$ cat src/rtl/riscv_hazard_unit.sv
// riscv_hazard_unit
// -----------------------------------------------------------------------------
// Data-hazard and control-hazard detector for a 5-stage RISC-V pipeline that
// has no forwarding network. A 3-entry scoreboard tracks the destination
// register and write-enable of the instructions in EX, MEM and WB. Any source
// operand of the ID instruction that matches a live entry stalls ID (the PC
// and IF/ID are frozen and a bubble is injected into ID/EX). A taken branch in
// EX flushes IF/ID and also injects a bubble. A flush overrides a stall.
//
// Ports
//   clk             : clock, all state updates on its rising edge
//   reset           : synchronous, active-high reset
//   id_valid_in     : IF/ID holds a real instruction
//   id_rs1_in       : rs1 index of the ID instruction
//   id_rs2_in       : rs2 index of the ID instruction
//   id_rs1_used_in  : ID instruction reads rs1
//   id_rs2_used_in  : ID instruction reads rs2
//   id_rd_in        : rd index of the ID instruction
//   id_regwen_in    : ID instruction writes rd
//   branch_taken_in : EX-stage branch/jump redirects the PC this cycle
//   pipe_en_out     : enable for PC and IF/ID (0 freezes them)
//   bubble_out      : forces the control bits entering ID/EX to NOP
//   flush_out       : clears IF/ID to invalid
//   stall_cnt_out   : saturating count of cycles with pipe_en_out = 0
//   flush_cnt_out   : saturating count of cycles with flush_out = 1
// -----------------------------------------------------------------------------
module riscv_hazard_unit #(
  parameter int CNT_WIDTH = 16
) (
  input  logic                 clk,
  input  logic                 reset,
  input  logic                 id_valid_in,
  input  logic [4:0]           id_rs1_in,
  input  logic [4:0]           id_rs2_in,
  input  logic                 id_rs1_used_in,
  input  logic                 id_rs2_used_in,
  input  logic [4:0]           id_rd_in,
  input  logic                 id_regwen_in,
  input  logic                 branch_taken_in,
  output logic                 pipe_en_out,
  output logic                 bubble_out,
  output logic                 flush_out,
  output logic [CNT_WIDTH-1:0] stall_cnt_out,
  output logic [CNT_WIDTH-1:0] flush_cnt_out
);

  localparam logic [CNT_WIDTH-1:0] CNT_MAX = {CNT_WIDTH{1'b1}};
  localparam logic [CNT_WIDTH-1:0] CNT_ONE = {{(CNT_WIDTH-1){1'b0}}, 1'b1};

  // Scoreboard: one {rd, wen} entry per downstream stage.
  logic [4:0]           ex_rd_r;
  logic                 ex_wen_r;
  logic [4:0]           mem_rd_r;
  logic                 mem_wen_r;
  logic [4:0]           wb_rd_r;
  logic                 wb_wen_r;
  logic [CNT_WIDTH-1:0] stall_cnt_r;
  logic [CNT_WIDTH-1:0] flush_cnt_r;

  logic                 rs1_hit_s;
  logic                 rs2_hit_s;
  logic                 hazard_s;
  logic                 pipe_en_s;
  logic                 bubble_s;
  logic                 flush_s;
  logic [4:0]           new_rd_s;
  logic                 new_wen_s;

  // A used, nonzero source collides with one live scoreboard entry.
  // x0 is hardwired to zero, so it can never be a real dependency.
  function automatic logic src_hit(
    input logic       used,
    input logic [4:0] idx,
    input logic [4:0] rd,
    input logic       wen
  );
    return used && (idx != 5'd0) && wen && (idx == rd);
  endfunction

  // Hazard detection, stall/flush/bubble decisions and the next EX entry.
  always_comb begin
    rs1_hit_s = src_hit(id_rs1_used_in, id_rs1_in, ex_rd_r,  ex_wen_r)  |
                src_hit(id_rs1_used_in, id_rs1_in, mem_rd_r, mem_wen_r) |
                src_hit(id_rs1_used_in, id_rs1_in, wb_rd_r,  wb_wen_r);
    rs2_hit_s = src_hit(id_rs2_used_in, id_rs2_in, ex_rd_r,  ex_wen_r)  |
                src_hit(id_rs2_used_in, id_rs2_in, mem_rd_r, mem_wen_r) |
                src_hit(id_rs2_used_in, id_rs2_in, wb_rd_r,  wb_wen_r);
    hazard_s  = id_valid_in & (rs1_hit_s | rs2_hit_s);

    // A taken branch discards the held ID instruction, so the front end must
    // keep moving to fetch the target: flush wins over stall.
    flush_s   = branch_taken_in;
    pipe_en_s = ~(hazard_s & ~branch_taken_in);
    bubble_s  = hazard_s | branch_taken_in;

    // Branch reaches the scoreboard only through the bubble decision.
    if (bubble_s) begin
      new_rd_s  = 5'd0;
      new_wen_s = 1'b0;
    end else begin
      new_rd_s  = id_rd_in;
      new_wen_s = id_regwen_in & id_valid_in;
    end
  end

  // Scoreboard shift register, EX -> MEM -> WB.
  always_ff @(posedge clk) begin
    if (reset) begin
      ex_rd_r   <= 5'd0;
      ex_wen_r  <= 1'b0;
      mem_rd_r  <= 5'd0;
      mem_wen_r <= 1'b0;
      wb_rd_r   <= 5'd0;
      wb_wen_r  <= 1'b0;
    end else begin
      wb_rd_r   <= mem_rd_r;
      wb_wen_r  <= mem_wen_r;
      mem_rd_r  <= ex_rd_r;
      mem_wen_r <= ex_wen_r;
      ex_rd_r   <= new_rd_s;
      ex_wen_r  <= new_wen_s;
    end
  end

  // Saturating stall and flush event counters.
  always_ff @(posedge clk) begin
    if (reset) begin
      stall_cnt_r <= {CNT_WIDTH{1'b0}};
      flush_cnt_r <= {CNT_WIDTH{1'b0}};
    end else begin
      if (!pipe_en_s && (stall_cnt_r != CNT_MAX)) begin
        stall_cnt_r <= stall_cnt_r + CNT_ONE;
      end else begin
        stall_cnt_r <= stall_cnt_r;
      end
      if (flush_s && (flush_cnt_r != CNT_MAX)) begin
        flush_cnt_r <= flush_cnt_r + CNT_ONE;
      end else begin
        flush_cnt_r <= flush_cnt_r;
      end
    end
  end

  assign pipe_en_out   = pipe_en_s;
  assign bubble_out    = bubble_s;
  assign flush_out     = flush_s;
  assign stall_cnt_out = stall_cnt_r;
  assign flush_cnt_out = flush_cnt_r;

endmodule

$ cat config.mk
export PLATFORM = sky130hd
export DESIGN_NAME = riscv_hazard_unit
export DESIGN_NICKNAME = d
export VERILOG_FILES = /design/src/rtl/riscv_hazard_unit.sv
export SDC_FILE = /design/constraint.sdc
export NUM_CORES = 1
export LEC_CHECK = 0
export ABC_AREA = 1
export BUFFER_PORTS_ARGS = -buffer_cell sky130_fd_sc_hd__buf_2
export CAP_MARGIN = 20
export CORE_MARGIN = 5
export CORE_UTILIZATION = 59
export DETAILED_ROUTE_END_ITERATION = 6
export PLACE_DENSITY = 0.85
export SETUP_SLACK_MARGIN = 0.5
export SKIP_LAST_GASP = 1
export SYNTH_ARGS = -nofsm -noshare
export SYNTH_HDL_FRONTEND = slang
export SYNTH_SLANG_ARGS = --single-unit
$ cat constraint.sdc
create_clock -name clk -period 2.9 [get_ports clk]
set_input_delay 0.29 -clock clk [delete_from_list [all_inputs] [get_ports clk]]
set_output_delay 0.29 -clock clk [all_outputs]
set_load 0.05 [all_outputs]
# --- After elaboration in Yosys (flattened, before gate mapping) ---
# Index checks and enable logic that the tools add are counted.
word_totals:
  inputBits: 22
  out_inout_bits: 35
  reg_bits: 50
op_classes:
  n_eq_ne: 8
  addsub: 2
  n_bitwise: 11
  n_reduce_logical: 19
op_table:
  columns: ["op", "count"]
  rows:
  - ["16-bit by 1-bit adder with 16-bit output (second input constant)", 2]
  - ["16-bit inequality test (second input constant)", 2]
  - ["5-bit equality test", 6]
  - ["1-bit logical AND", 16]
  - ["5-bit nonzero test", 2]
  - ["1-bit OR", 6]
  - ["1-bit bitwise AND", 3]
  - ["1-bit NOT", 2]
  - ["2-bit OR reduction", 1]

# --- Depth between registers and ports, before layout ---
# Gate-level depths: netlist of run 1.
logic_depth:
  word_depth: 10
  depth_mapped: 13
  mapped_depth_nobuf: 13

# --- Worst setup path before layout of run 1 ---
# No wires, ideal clock.
synth_timing:
  path_kind: "register to register"
  from: "reg stall_cnt_r[1], in the netlist stall_cnt_out[1]"
  to: "reg stall_cnt_r[13], in the netlist stall_cnt_out[13]"
  required_ns: 2.836
  period_less_slack_ns: 2.001
  t_arrival_ns: 1.938
  setup_ns: 0.064
  stages_incl_launch_ff: 14
  setup_slack_ns: 0.899
  cell_sequence: "dfxtp_1 > ha_1 > nand2_1 > nor2_1 > nand2_1 > nor2_2 > nand3_1 > nand2_1 > nor2_2 > nand2_2 > nor2_1 > nand2_1 > nand2_1 > nor2_1"
synth_between:
  elab_chain_cells: 2
synth_rtl:
  columns: ["element", "line", "rtl"]
  rows:
  - ["start: declaration", "57", "logic [CNT_WIDTH-1:0] stall_cnt_r;"]
  - ["start signal: assignment", "128", "stall_cnt_r <= {CNT_WIDTH{1'b0}};"]
  - ["start signal: assignment", "132", "stall_cnt_r <= stall_cnt_r + CNT_ONE;"]
  - ["start signal: assignment", "134", "stall_cnt_r <= stall_cnt_r;"]
  - ["branches (longest 2 deep; another with 16-bit by 1-bit adder with 16-bit output)", null, null]
# Parallel ways; which one is timed is not known.
# A chain may end at the register's enable or synchronous reset.

# --- Worst setup path after layout of run 1 ---
layout_timing:
  from: "reg mem_rd_r[2]"
  to: "out bubble_out"
layout_between:
  elab_chain_cells: 7
layout_rtl:
  columns: ["element", "line", "rtl"]
  rows:
  - ["start: declaration", "53", "logic [4:0] mem_rd_r;"]
  - ["start signal: assignment", "118", "mem_rd_r <= ex_rd_r;"]
  - ["5-bit equality test", "77", "return used && (idx != 5'd0) && wen && (idx == rd);"]
  - ["1-bit logical AND", "77", null]
  - ["1-bit OR, on equally long branches", "82, 85", null]
  - ["1-bit OR, on equally long branches", "83, 86", null]
  - ["1-bit OR *", "88", "hazard_s = id_valid_in & (rs1_hit_s | rs2_hit_s);"]
  - ["1-bit bitwise AND *", "88", null]
  - ["1-bit OR *", "94", "bubble_s = hazard_s | branch_taken_in;"]
  - ["end: declaration", "41", "output logic bubble_out,"]
# Every way passes the cells marked *; elsewhere a longest branch is shown, timed or not.

==> impl_metrics.csv, run 1 <==
group,metric,value,unit
status,status,"finished clean",
clock_tree,postCtsResizedCells,0,
critical_path,critPathMaxFanout,10,
placed_design,portBuffers,56,
logic_synthesis,yosysSeqAreaShare,0.353,
finish,final_nets,549,
logic_synthesis,synthTopCellsByCount,"nand2_1 (138), nor2_1 (84), inv_1 (77)",
floorplan,initial_core_util,0.605,
finish,multi_input_comb_area,1490,um^2
logic_synthesis,syn_avg_cell_area,6.05,um^2
routing,firstDrtPassIters,4,
grt,antenna_found_initial,0,
finish,syn2layout_area_growth,16.4,%
timing,fin_hold_ws,0.197,ns
logic_synthesis,yosysWarningCount,0,
pwr,vdd_drop_max,0.000282,V
critical_path,cp-end-kind,"output pin",
finish,register_area,1000,um^2
timing,min_period_over_period,0.739,
floorplan,die_w,79.4,um
critical_path,crit_chain,"inv_1 > nand2_1 > nand2_1 > nor2_1 > nand3_1 > nand3_1 > nand2_2 > nand2_4 > nand2_1 > nand2_1 > buf_2",
timing,slew_violations,0,
timing,finalClockSkew,0.00653,ns
clock_tree,cts.htree.levels,2,
critical_path,critPathBufInv,2,
timing,period_minus_slack,2.14,ns
timing,relSlewSlack,0.660,
routing,ant_nets,0,
floorplan,coreArea,4690,um^2
clock_tree,cts_buffers,5,
finish,drive_gt1_frac,0.165,
critical_path,crit_family,"simple AND/OR/NAND/NOR gates",
clock_tree,tritoncts,"yes",
finish,antenna_cells,0,
routing,drc,0,
logic_synthesis,yosysMostFrequentCell,"nand2_1",
clock_tree,hold_buffers,0,
critical_path,arrival,1.85,ns
floorplan,rows,25,
clock_tree,root_buffer,"clkbuf_8",
logic_synthesis,synth_top_area_share,0.353,
critical_path,cp-start-kind,"flip-flop",
finish,fillCellCount,425,
routing,wl_per_cell,12.2,um
job,maxCapViolations,0,
routing,drtIter0Drc,214,
timing,rsz0062_at_grt,"no",
routing,viasPerCell,5.12,
grt,first_global_vias,2837,
clock_tree,clock-sinks,50,
finish,instances_no_fill,580,
critical_path,crit_slowest_cell,"dfxtp_1",
critical_path,crit_path_frequent_cell,"nand2_1",
floorplan,die_y,79.4,um
worst_hold_path,hp-class,"primary input to flip-flop",
pwr,cellLeakagePower,1.61,nW
logic_synthesis,synthFlopType,"dfxtp_1",
grt,track_usage,0.242,
timing,setup_viol,0,
placed_design,dp_hpwl,5.39,mm
critical_path,required,2.61,ns
logic_synthesis,synth_area_leaders,"dfxtp_1 (35%), nand2_1 (18%), nor2_1 (11%)",
timing,max_freq,466,MHz
pwr,p_per_area,434,nW/um^2
timing,final_hold_viol_count,0,
timing,worst_pin_slew,0.509,ns
logic_synthesis,synth_edf_count,0,
floorplan,io-pin-count,57,
placed_design,gp_congestion,0.970,
grt,grt_max_degree,20,
logic_synthesis,syn_nets,493,
logic_synthesis,yosys.cell_types.count,31,
critical_path,crit_path_max_incr_delay,0.35,ns
logic_synthesis,ys_ff_latch,50,
logic_synthesis,synthCells,469,
logic_synthesis,syn_area,2840,um^2
routing,wirelength,7.08,mm
logic_synthesis,synth_top_area_cell,"dfxtp_1",
clock_tree,cts_setup_buffers,0,
routing,vias,2969,
placed_design,dp_cells,572,
grt,grt_pass1_wl,12.2,mm
logic_synthesis,async_flop_share,0,
grt,grt_overflow,0,
floorplan,die_area,6300,um^2
critical_path,criticalPathCategory,"flip-flop to output pin",
clock_tree,clock_path_buffers,2,
timing,timing.setup.tns,0,ns
clock_tree,clk_pin_slew,0.09,ns
clock_tree,clk-insertion-delay-late,0.30,ns
worst reg2reg max path, delay by kind of cell, from the launching register on:
kind | cells | cell delay, ns
buffers and inverters | 1 | 0.05
and+or+nand+nor | 5 | 1.18
DFF | 1 | 0.38
adders and majority gates | 1 | 0.22
where the power goes:
part	total, mW	switching (mW)	internal, mW
registers	0.704	0.00867	0.695
clock network	0.602	0.234	0.368
logic	0.128	0.0887	0.0395
stage by stage:
step	power [mW]	worst slack (ns)	util	instance area [um^2]
4_1_cts	1.45	0.757	0.704	3300
6_report	1.43	0.756	0.704	3300
2_1_floorplan	0.804	0.899	-	2840
3_3_place_gp	0.845	1.05	0.674	3160
5_1_grt	1.50	0.530	0.704	3300
3_5_place_dp	0.847	1.04	0.674	3160
worst paths after layout:
kind                     from                end  slack, ns  cells past startpoint
min reg2reg         mem_wen_r           wb_wen_r       0.47                      2
max               mem_rd_r[2]         bubble_out       0.76                     11
max reg2reg  flush_cnt_out[0]  flush_cnt_out[12]       0.99                      7
min               id_rd_in[3]         ex_rd_r[3]       0.20                      3
logic make-up after synthesis:
logic type               synth area share
AO/OA/AOI/OAI                      0.0842
XOR/XNOR                          0.00309
adder cells (fa/ha/maj)           0.00881
buffers and inverters               0.123
flip-flops                          0.353
AND/OR/NAND/NOR                     0.428
area by class of cell:
cell class	instances	area share
Sequential cell	50	0.303
Clock buffer	6	0.0250
Tap cell	54	0.0205
Multi-Input combinational cell	327	0.451
Clock inverter	2	0.0182
Inverter	84	0.0955
Timing Repair Buffer	57	0.0871
state kept, by name, summed over array words and instances, names as in the netlist:
| register | flops |
|---|---|
| flush_cnt_out | 16 |
| stall_cnt_out | 16 |
| ex_rd_r | 5 |
| mem_rd_r | 5 |
| wb_rd_r | 5 |
| ex_wen_r | 1 |
| mem_wen_r | 1 |
| wb_wen_r | 1 |
per-layer routing:
| layer | GRT usage | share of wire |
|---|---|---|
| met1 | 0.295 | 0.44 |
| met2 | 0.426 | 0.49 |
| met3 | 0.0454 | 0.057 |
| met4 | 0.0842 | 0.010 |
| met5 | 0 | 0 |
cells in the final DEF, fill, tap and decap left out, types with 6 or more instances in the layout:
master    Yosys  routed
o21ai_0      19      19
clkbuf_8      0       6
nor2_1       84      84
nand4_1      10      10
o21ai_1       6       6
a21oi_1      13      13
nand2_1     138     138
buf_2         0      56
dfxtp_1      50      50
inv_1        77      77
inv_2         7       7
nand3_1      26      26
Note: power is estimated with default switching activity, not from simulation.
==> run 2: changes to the inputs <==
--- a/config.mk
+++ b/config.mk
@@ -9,9 +9,9 @@
 export BUFFER_PORTS_ARGS = -buffer_cell sky130_fd_sc_hd__buf_2
 export CAP_MARGIN = 20
 export CORE_MARGIN = 5
-export CORE_UTILIZATION = 59
+export CORE_UTILIZATION = 50
 export DETAILED_ROUTE_END_ITERATION = 6
-export PLACE_DENSITY = 0.85
+export PLACE_DENSITY = 0.76
 export SETUP_SLACK_MARGIN = 0.5
 export SKIP_LAST_GASP = 1
 export SYNTH_ARGS = -nofsm -noshare
==> constraint.sdc (replaced) <==
create_clock -name clk -period 1.9 [get_ports clk]
set_input_delay 0.19 -clock clk [delete_from_list [all_inputs] [get_ports clk]]
set_output_delay 0.19 -clock clk [all_outputs]
set_load 0.05 [all_outputs]
==> impl_metrics.csv, run 2 (synthesized netlist as in run 1, its figures left out) <==
group,metric,value,unit
finish,final_nets,581,
worst_hold_path,hp-class,"primary input to flip-flop",
critical_path,crit_slowest_cell,"dfxtp_2",
timing,setup_ws,0.127,ns
clock_tree,clock-sinks,50,
critical_path,rr_endpoint,"stall_cnt_out[7]",
timing,max_freq,564,MHz
critical_path,crit_path_max_incr_delay,0.36,ns
finish,instances_no_fill,630,
placed_design,gp_congestion,0.879,
timing,min_period_over_period,0.933,
floorplan,die_y,85.4,um
clock_tree,tritoncts,"yes",
clock_tree,clock_path_buffers,2,
floorplan,rows,27,
grt,grt_overflow,0,
floorplan,initial_core_util,0.516,
critical_path,crit_chain,"inv_2 > nand2_1 > nand2_1 > nor2_1 > nand3_1 > nand3_2 > nand2_2 > nand2_4 > buf_4 > buf_6 > nand4_1 > o21ai_1 > nor2_1",
critical_path,cp-end-kind,"flip-flop",
critical_path,worst_r2r_path_depth,13,
routing,vias,3285,
routing,wl_per_cell,14.5,um
finish,mostFrequentLayoutCells,"nand2_1 (117), inv_1 (66), nor2_1 (64)",
clock_tree,root_buffer,"clkbuf_8",
clock_tree,clk_pin_slew,0.10,ns
pwr,p_seq_frac,0.501,
timing,slew_violations,0,
clock_tree,cts.htree.levels,2,
pwr,switchingPower,0.574,mW
pwr,pwr-share-comb,0.125,
clock_tree,cts_buffers,5,
job,maxCapViolations,0,
worst_hold_path,hold_depth,3,
pwr,p_int,1.52,mW
placed_design,pre_cts_ws,0.191,ns
timing,finalClockSkew,0.0141,ns
grt,grt_max_degree,21,
critical_path,critPathMaxFanout,7,
placed_design,dp_hpwl,5.55,mm
floorplan,die_w,85.4,um
floorplan,die_area,7280,um^2
grt,antenna_found_initial,0,
critical_path,cp-start-kind,"flip-flop",
finish,drive_gt1_frac,0.434,
finish,final_util,0.752,
timing,relSlewSlack,0.726,
timing,period_minus_slack,1.77,ns
pwr,p_per_area,507,nW/um^2
finish,stdcell_area,4140,um^2
routing,wirelength,9.14,mm
floorplan,coreArea,5510,um^2
pwr,power.share.clock,0.374,
placed_design,dpl_cell_area,3370,um^2
routing,firstDrtPassIters,5,
placed_design,portBuffers,56,
pwr,p_sw_frac,0.274,
critical_path,critPathLaunch,"ex_rd_r[2]",
pwr,cellLeakagePower,1.98,nW
routing,ant_nets,0,
critical_path,r2r-start,"ex_rd_r[2]",
critical_path,ff2ff_setup_slack,0.13,ns
timing,worst_pin_slew,0.410,ns
critical_path,arrival,1.98,ns
grt,track_usage,0.225,
routing,drc,0,
timing,setup_viol,0,
worst_hold_path,holdCritStartpoint,"id_rd_in[2]",
critical_path,required,2.11,ns
routing,viasPerCell,5.21,
status,status,"finished clean",
routing,drtIter0Drc,201,
finish,syn2layout_area_growth,45.8,%
timing,final_hold_viol_count,0,
floorplan,io-pin-count,57,
critical_path,criticalPathCategory,"flip-flop to flip-flop",
grt,grt_pass1_wl,13.4,mm
finish,antenna_cells,0,
placed_design,dp_cells,591,
finish,final_common_cell,"nand2_1",
grt,first_global_vias,2982,
timing,rsz0062_at_grt,"yes",
worst_hold_path,hold_path_end,"ex_rd_r[2]",
clock_tree,clk-insertion-delay-late,0.31,ns
finish,fillCellCount,388,
pwr,vdd_drop_max,0.000457,V
timing,timing.setup.tns,0,ns
## run 2: changes by cell type in the layout (fill, tap and decap cells not counted), moves of 9 or more
cell	before	now
inv_1	77	66
buf_6	0	11
nor2_2	4	13
nand3_1	26	14
nand2_2	3	18
dfxtp_4	0	21
nor2_4	0	11
nand2_1	138	117
o21ai_0	19	6
nor2_1	84	64
buf_4	1	21
dfxtp_2	0	22
dfxtp_1	50	7
o21ai_1	6	16
## run 2: cell type report
type                    instances  area [um^2]  area share
inverters                      84          327      0.0789
well taps                      72         90.1      0.0218
flip-flops and latches         50         1110       0.267
repair buffers                 89          597       0.144
clock buffers                   6         72.6      0.0175
clock inverters                 2         38.8     0.00937
multi-input cells             327         1910       0.461
## run 2: per-layer routing
layer | wire length, um | GRT usage | up-vias
li1 | - | - | 1614
met1 | 3590 | 0.269 | 1516
met2 | 4730 | 0.403 | 131
met3 | 613 | 0.0495 | 24
met4 | 207 | 0.0619 | 0
met5 | 0 | 0 | -
## run 2: worst max-delay path, delay by kind of cell (launching register included)
kind / cells / cell delay, ns
and+or+nand+nor: 9 / 0.79
DFF: 1 / 0.36
buffers and inverters: 3 / 0.31
AOI/OAI and AO/OA: 1 / 0.22
## run 2: worst max-delay path by stage
| stage | to | depth (start not counted) |
|---|---|---|
| after floorplan | flush_cnt_out[7] | 9 |
| after global placement | bubble_out | 12 |
| after detailed placement | bubble_out | 11 |
| after CTS | pipe_en_out | 10 |
| after global routing | pipe_en_out | 10 |
| final | stall_cnt_out[7] | 13 |
## run 2: repair_timing
| item | 4_1_cts | 5_1_grt |
|---|---|---|
| setup endpoints to repair | 38 | 40 |
| setup buffers | 20 | 11 |
| endpoints found under the hold margin | 0 | 0 |
| hold buffers | 0 | 0 |
| resized for setup | 50 | 68 |
| pin swaps | 31 | 34 |
## run 2: through the flow
step | hold WS, ns | power (mW)
2_1_floorplan | 0.295 | 1.21
3_3_place_gp | 0.416 | 1.28
3_5_place_dp | 0.415 | 1.28
4_1_cts | 0.0857 | 2.06
5_1_grt | 0.0988 | 2.19
6_report | 0.0903 | 2.10
## run 2: power by group through the flow
stage | clock network, mW | logic, mW | registers [mW]
finish | 0.785 | 0.263 | 1.05
global route | 0.849 | 0.286 | 1.05
CTS | 0.783 | 0.228 | 1.05
detailed placement | 0 | 0.202 | 1.08
global placement | 0 | 0.200 | 1.08
floorplan | 0 | 0.121 | 1.09
